===== config.mk =====
export PLATFORM = sky130hd
export DESIGN_NAME = alarm_ctrl
export DESIGN_NICKNAME = d
export VERILOG_FILES = /design/src/rtl/alarm_pkg.sv /design/src/rtl/alarm_countdown.sv /design/src/rtl/alarm_ctrl.sv
export SDC_FILE = /design/constraint.sdc
export NUM_CORES = 1
export LEC_CHECK = 0
export CAP_MARGIN = 20
export CORE_MARGIN = 2
export CORE_UTILIZATION = 42
export CTS_BUF_LIST = sky130_fd_sc_hd__clkbuf_16
export DETAILED_ROUTE_END_ITERATION = 6
export GPL_TIMING_DRIVEN = 0
export PLACE_DENSITY = 0.84
export SYNTH_ARGS = -nofsm -noshare
export SYNTH_HDL_FRONTEND = slang
export SYNTH_SLANG_ARGS = --single-unit

===== constraint.sdc =====
create_clock -name CLK100MHZ -period 2.3 [get_ports CLK100MHZ]
set_input_delay 0.23 -clock CLK100MHZ [delete_from_list [all_inputs] [get_ports CLK100MHZ]]
set_output_delay 0.23 -clock CLK100MHZ [all_outputs]
set_load 0.02 [all_outputs]

===== src/rtl/alarm_pkg.sv =====
// Shared state encoding, time limits and LED patterns for the alarm scheduler.
package alarm_pkg;

    typedef enum logic [1:0] {
        DISARMED = 2'd0,
        ARMED    = 2'd1,
        RINGING  = 2'd2,
        SNOOZE   = 2'd3
    } alarm_state_t;

    localparam logic [4:0] HH_MAX = 5'd23;
    localparam logic [5:0] MM_MAX = 6'd59;

    localparam logic [15:0] LED_OFF     = 16'h0000;
    localparam logic [15:0] LED_ARMED   = 16'h8000;
    localparam logic [15:0] LED_RING_ON = 16'hFFFF;

    // Remaining seconds to whole minutes, rounded up (0 s -> 0, 1..60 s -> 1, ...).
    function automatic logic [3:0] minutes_left(input logic [15:0] secs);
        logic [15:0] mins;
        mins = (secs + 16'd59) / 16'd60;
        return mins[3:0];
    endfunction

endpackage


===== src/rtl/alarm_countdown.sv =====
// Loadable down counter advanced by sec_tick; done flags the tick that takes it from 1 to 0.
module alarm_countdown #(
    parameter int unsigned LOAD_VAL = 60,
    parameter int unsigned W        = $clog2(LOAD_VAL + 1)
) (
    input  logic         clk,
    input  logic         rst,
    input  logic         load,
    input  logic         tick,
    output logic [W-1:0] cnt_next,
    output logic         done
);

    logic [W-1:0] cnt_q;

    // Load wins over tick; the count holds at zero rather than wrapping.
    always_comb begin
        cnt_next = cnt_q;
        if (load) begin
            cnt_next = W'(LOAD_VAL);
        end else if (tick && (cnt_q != '0)) begin
            cnt_next = cnt_q - 1'b1;
        end
    end

    // Independent of load so the FSM can consume it without a combinational loop.
    assign done = tick && (cnt_q == W'(1));

    always_ff @(posedge clk) begin
        if (rst) begin
            cnt_q <= '0;
        end else begin
            cnt_q <= cnt_next;
        end
    end

endmodule


===== src/rtl/alarm_ctrl.sv =====
// Alarm scheduler: stores HH:MM, triggers at ss==0, sequences arm/ring/snooze/stop, drives LEDs.
// Snooze support is built only when ALARM_SNOOZE_EN is defined.
module alarm_ctrl
    import alarm_pkg::*;
#(
    parameter int unsigned RING_SEC   = 60,
    parameter int unsigned SNOOZE_MIN = 5
) (
    input  logic        CLK100MHZ,
    input  logic        BTNC,
    input  logic        sec_tick,
    input  logic [4:0]  cur_hh,
    input  logic [5:0]  cur_mm,
    input  logic [5:0]  cur_ss,
    input  logic        arm,
    input  logic        stop,
    input  logic        snooze,
    input  logic        set_valid,
    input  logic [4:0]  set_hh,
    input  logic [5:0]  set_mm,
    output logic        set_ready,
    output logic        set_err,
    output logic        ringing,
    output logic [1:0]  state,
    output logic [15:0] LED
);

    localparam int unsigned RING_W = $clog2(RING_SEC + 1);

    alarm_state_t      state_q, state_d;
    logic [4:0]        alm_hh_q;
    logic [5:0]        alm_mm_q;
    logic              set_err_q;
    logic              ringing_q;
    logic [15:0]       led_q, led_d;
    logic              set_accept, set_bad, trigger;
    logic              ring_load, ring_tick, ring_done;
    logic [RING_W-1:0] ring_next;

    assign set_ready  = (state_q == DISARMED) || (state_q == ARMED);
    assign set_accept = set_valid && set_ready;
    assign set_bad    = (set_hh > HH_MAX) || (set_mm > MM_MAX);

    // Uses the stored time, so a write accepted this cycle does not affect this compare.
    assign trigger = sec_tick && (cur_hh == alm_hh_q) && (cur_mm == alm_mm_q)
                     && (cur_ss == 6'd0);

    assign ring_load = (state_d == RINGING) && (state_q != RINGING);
    assign ring_tick = sec_tick && (state_q == RINGING);

    alarm_countdown #(
        .LOAD_VAL (RING_SEC),
        .W        (RING_W)
    ) u_ring (
        .clk      (CLK100MHZ),
        .rst      (BTNC),
        .load     (ring_load),
        .tick     (ring_tick),
        .cnt_next (ring_next),
        .done     (ring_done)
    );

`ifdef ALARM_SNOOZE_EN
    localparam int unsigned SNOOZE_SEC = SNOOZE_MIN * 60;
    localparam int unsigned SNOOZE_W   = $clog2(SNOOZE_SEC + 1);

    logic                snooze_load, snooze_tick, snooze_done;
    logic [SNOOZE_W-1:0] snooze_next;

    assign snooze_load = (state_d == SNOOZE) && (state_q != SNOOZE);
    assign snooze_tick = sec_tick && (state_q == SNOOZE);

    alarm_countdown #(
        .LOAD_VAL (SNOOZE_SEC),
        .W        (SNOOZE_W)
    ) u_snooze (
        .clk      (CLK100MHZ),
        .rst      (BTNC),
        .load     (snooze_load),
        .tick     (snooze_tick),
        .cnt_next (snooze_next),
        .done     (snooze_done)
    );
`else
    logic snooze_unused;
    assign snooze_unused = snooze;
`endif

    always_comb begin
        state_d = state_q;
        if (!arm) begin
            state_d = DISARMED;
        end else begin
            case (state_q)
                DISARMED: state_d = ARMED;
                ARMED: begin
                    if (trigger) state_d = RINGING;
                end
                RINGING: begin
                    if (stop) begin
                        state_d = ARMED;
`ifdef ALARM_SNOOZE_EN
                    end else if (snooze) begin
                        state_d = SNOOZE;
`endif
                    end else if (ring_done) begin
                        state_d = ARMED;
                    end
                end
`ifdef ALARM_SNOOZE_EN
                SNOOZE: begin
                    if (stop) begin
                        state_d = ARMED;
                    end else if (snooze_done) begin
                        state_d = RINGING;
                    end
                end
`endif
                default: state_d = DISARMED;
            endcase
        end
    end

    // Ring pattern is on whenever an even number of ticks has elapsed since entry.
    always_comb begin
        led_d = LED_OFF;
        case (state_d)
            ARMED:   led_d = LED_ARMED;
            RINGING: led_d = ((ring_next & RING_W'(1)) == RING_W'(RING_SEC % 2)) ?
                             LED_RING_ON : LED_OFF;
`ifdef ALARM_SNOOZE_EN
            SNOOZE:  led_d = {1'b1, 11'b0, minutes_left(16'(snooze_next))};
`endif
            default: led_d = LED_OFF;
        endcase
    end

    always_ff @(posedge CLK100MHZ) begin
        if (BTNC) begin
            state_q   <= DISARMED;
            alm_hh_q  <= 5'd0;
            alm_mm_q  <= 6'd0;
            set_err_q <= 1'b0;
            ringing_q <= 1'b0;
            led_q     <= LED_OFF;
        end else begin
            state_q   <= state_d;
            set_err_q <= set_accept && set_bad;
            ringing_q <= (state_d == RINGING);
            led_q     <= led_d;
            if (set_accept && !set_bad) begin
                alm_hh_q <= set_hh;
                alm_mm_q <= set_mm;
            end
        end
    end

    assign state   = state_q;
    assign set_err = set_err_q;
    assign ringing = ringing_q;
    assign LED     = led_q;

endmodule


==> results.toml <==
[status]
status = "finished clean"

[grt]
grt_remaining_overflow = 0
grt_max_degree = 16
grt_pass1_vias = 1185
antenna_found_initial = 0
track_usage = 0.189
grt_pass1_wl_um = 5070

[logic_synthesis]
synthesis.area_mm2 = 0.00133
yosysWarnings = 0
post-synth-top-area-cell = "dfxtp_1"
synth_edf_count = 0
async_reset_ff_frac = 0
ys_types = 40
syn_inst = 142
synth_seq_cells = 23
avgSynthCellArea_um2 = 9.35
synth_area_leaders = "dfxtp_1 35%, mux2i_1 9.0%, buf_4 7.9%"
ys.flop_type = "dfxtp_1"
yosysTopAreaCellShare = 0.347
synth_nets = 181
yosysSeqAreaShare = 0.347

[clocking]
cts_hold_buf = 0
tritoncts = "built"
cts_buffer_depth = 2
clock_sinks = 23
path_clk_slew_ns = 0.06
cts_made_buffers = 3
root_buffer = "clkbuf_16"
htree_num_levels = 1
clock_latency_ns = 0.26

[finish]
fin_util = 0.669
final_common_cell = "clkdlybuf4s50_1"
drive_gt1_frac = 0.143
synthToLayoutAreaGrowth_pct = 52.7
design_area_mm2 = 0.00203
n_fill_cell = 243
layout.nets = 243
antenna_cells = 0
mostFrequentLayoutCells = "54 x clkdlybuf4s50_1, 23 x dfxtp_1, 17 x buf_4"

[pwr]
power.total_mw = 0.931
cellPowerDensity_mw_per_mm2 = 459
p_leak_nw = 0.864
vdd_drop_max_mv = 0.327

[floorplanning]
fp.dieW_um = 60.2
pin_count = 56
coreArea_mm2 = 0.00303
row_count = 20
initial_core_util = 0.438
die_h_um = 60.2
die_area_mm2 = 0.00363

[timing]
grt_setup_unrepaired = "no"
slew_violations = 0
hold_viol = 0
period_share = 0.933
period_needed_ns = 2.15
tns_ns = 0
fin_skew_ns = 0.00216
finalSetupViolations = 0
fmax_ghz = 0.466
holdWs_ns = 0.518
maxSlewHeadroom = 0.662
worst_pin_slew_ns = 0.504

[setup_path]
cp_data_required_time_ns = 2.45
r2r_start = "u_ring.cnt_q[5]"
worstPathMaxFanout = 6
cp_data_arrival_time_ns = 2.29
cp-startpoint = "sec_tick"
start_kind = "primary input"
critical_path_class = "in2reg"
cp-end-kind = "register"

[routing]
drc = 0
viasPerCell = 4.90
routed_wl_um = 3110
wire_per_inst_um = 12.6
drtIter0Drc = 44
first_pass_iters = 4
vias = 1210
ant_nets = 0

[worst_hold_path]
min_from = "alm_hh_q[3]"
hold_class = "reg2reg"

[place]
hpwl_um = 2580
portBuffers = 54
place.gp.congestion = 0.691
post_dp_cell_area_mm2 = 0.00192

[job]
drv_cap = 0
## area by class of cell
cell class,count,area [µm²],area share
flip-flops and latches,23,460,0.227
plain buffers,17,118,0.0580
clock inverters,1,3.75,0.00185
inverters,7,26.3,0.0130
clock buffers,3,75.1,0.0370
multi-input cells,95,726,0.358
well taps,44,55.1,0.0272
repair buffers,57,563,0.278
## where the power goes
part           switching (mW)  internal, mW  total [mW]
registers              0.0100         0.413       0.423
clock network           0.140         0.232       0.372
logic                  0.0526        0.0840       0.137
## state kept, by name, summed over array words and instances, names as in the netlist
signal and count:
alm_mm_q 6, u_ring.cnt_q 6, alm_hh_q 5, LED 2, state 2, ringing 1, set_err 1
## cells by family after synthesis
kind of cell | after synthesis | share of synthesized area
flip-flops | 23 | 0.347
AND/OR/NAND/NOR | 48 | 0.220
adder cells (fa/ha/maj) | 4 | 0.0377
AO/OA/AOI/OAI | 17 | 0.105
multiplexers | 12 | 0.0905
XOR/XNOR | 14 | 0.0924
buffers and inverters | 24 | 0.108
## critical path, stage by stage
cell and delay [ns]:
clkdlybuf4s50_1 0.51, nand4bb_1 0.21, nor2_1 0.08, and4_1 0.22, or2_2 0.30, ha_1 0.23
nand2_2 0.10, inv_1 0.06, a2111oi_2 0.34
## per-stage QoR
step	cells	setup WS (ns)
after global placement	240	-0.0853
after CTS	245	0.0657
after floorplan	142	0.227
after global routing	247	0.0299
after detailed placement	240	-0.198
final	247	0.153
## repair_timing
action,in CTS,in global routing
resized for setup,0,1
pin swaps,1,3
setup endpoints to repair,1,1
buffers inserted,1,2
## path summary, 6_finish.rpt
path	endpoint	slack, ns	depth (start not counted)
setup / recovery	u_ring.cnt_q[1]	0.15	9
hold reg to reg	alm_hh_q[3]	0.52	2
hold / removal	alm_hh_q[3]	0.52	2
setup reg to reg	u_ring.cnt_q[1]	0.17	8
## cell usage after synthesis, types with 2 or more instances
cell       count
a2111oi_2      2
a21oi_1        6
and3b_1        2
buf_4         14
clkbuf_1       2
dfxtp_1       23
ha_1           4
inv_1          7
mux2i_1       12
nand2_1        4
nand2b_1       2
nand4_1        3
nand4bb_1      2
nor2_1        16
nor2b_1        2
nor3_1         3
nor4_1         2
or2_2          2
xnor2_1        3
xor2_1        11
## per-layer routing
layer  vias up  track usage  wire, µm  part of all wire
li1        607            -         -                 -
met1       537        0.199      1170              0.38
met2        60        0.359      1610              0.52
met3         6       0.0281       261             0.084
met4         0       0.0921        66             0.021
met5         -            0         0                 0
Power figures use the tool's default switching activity.
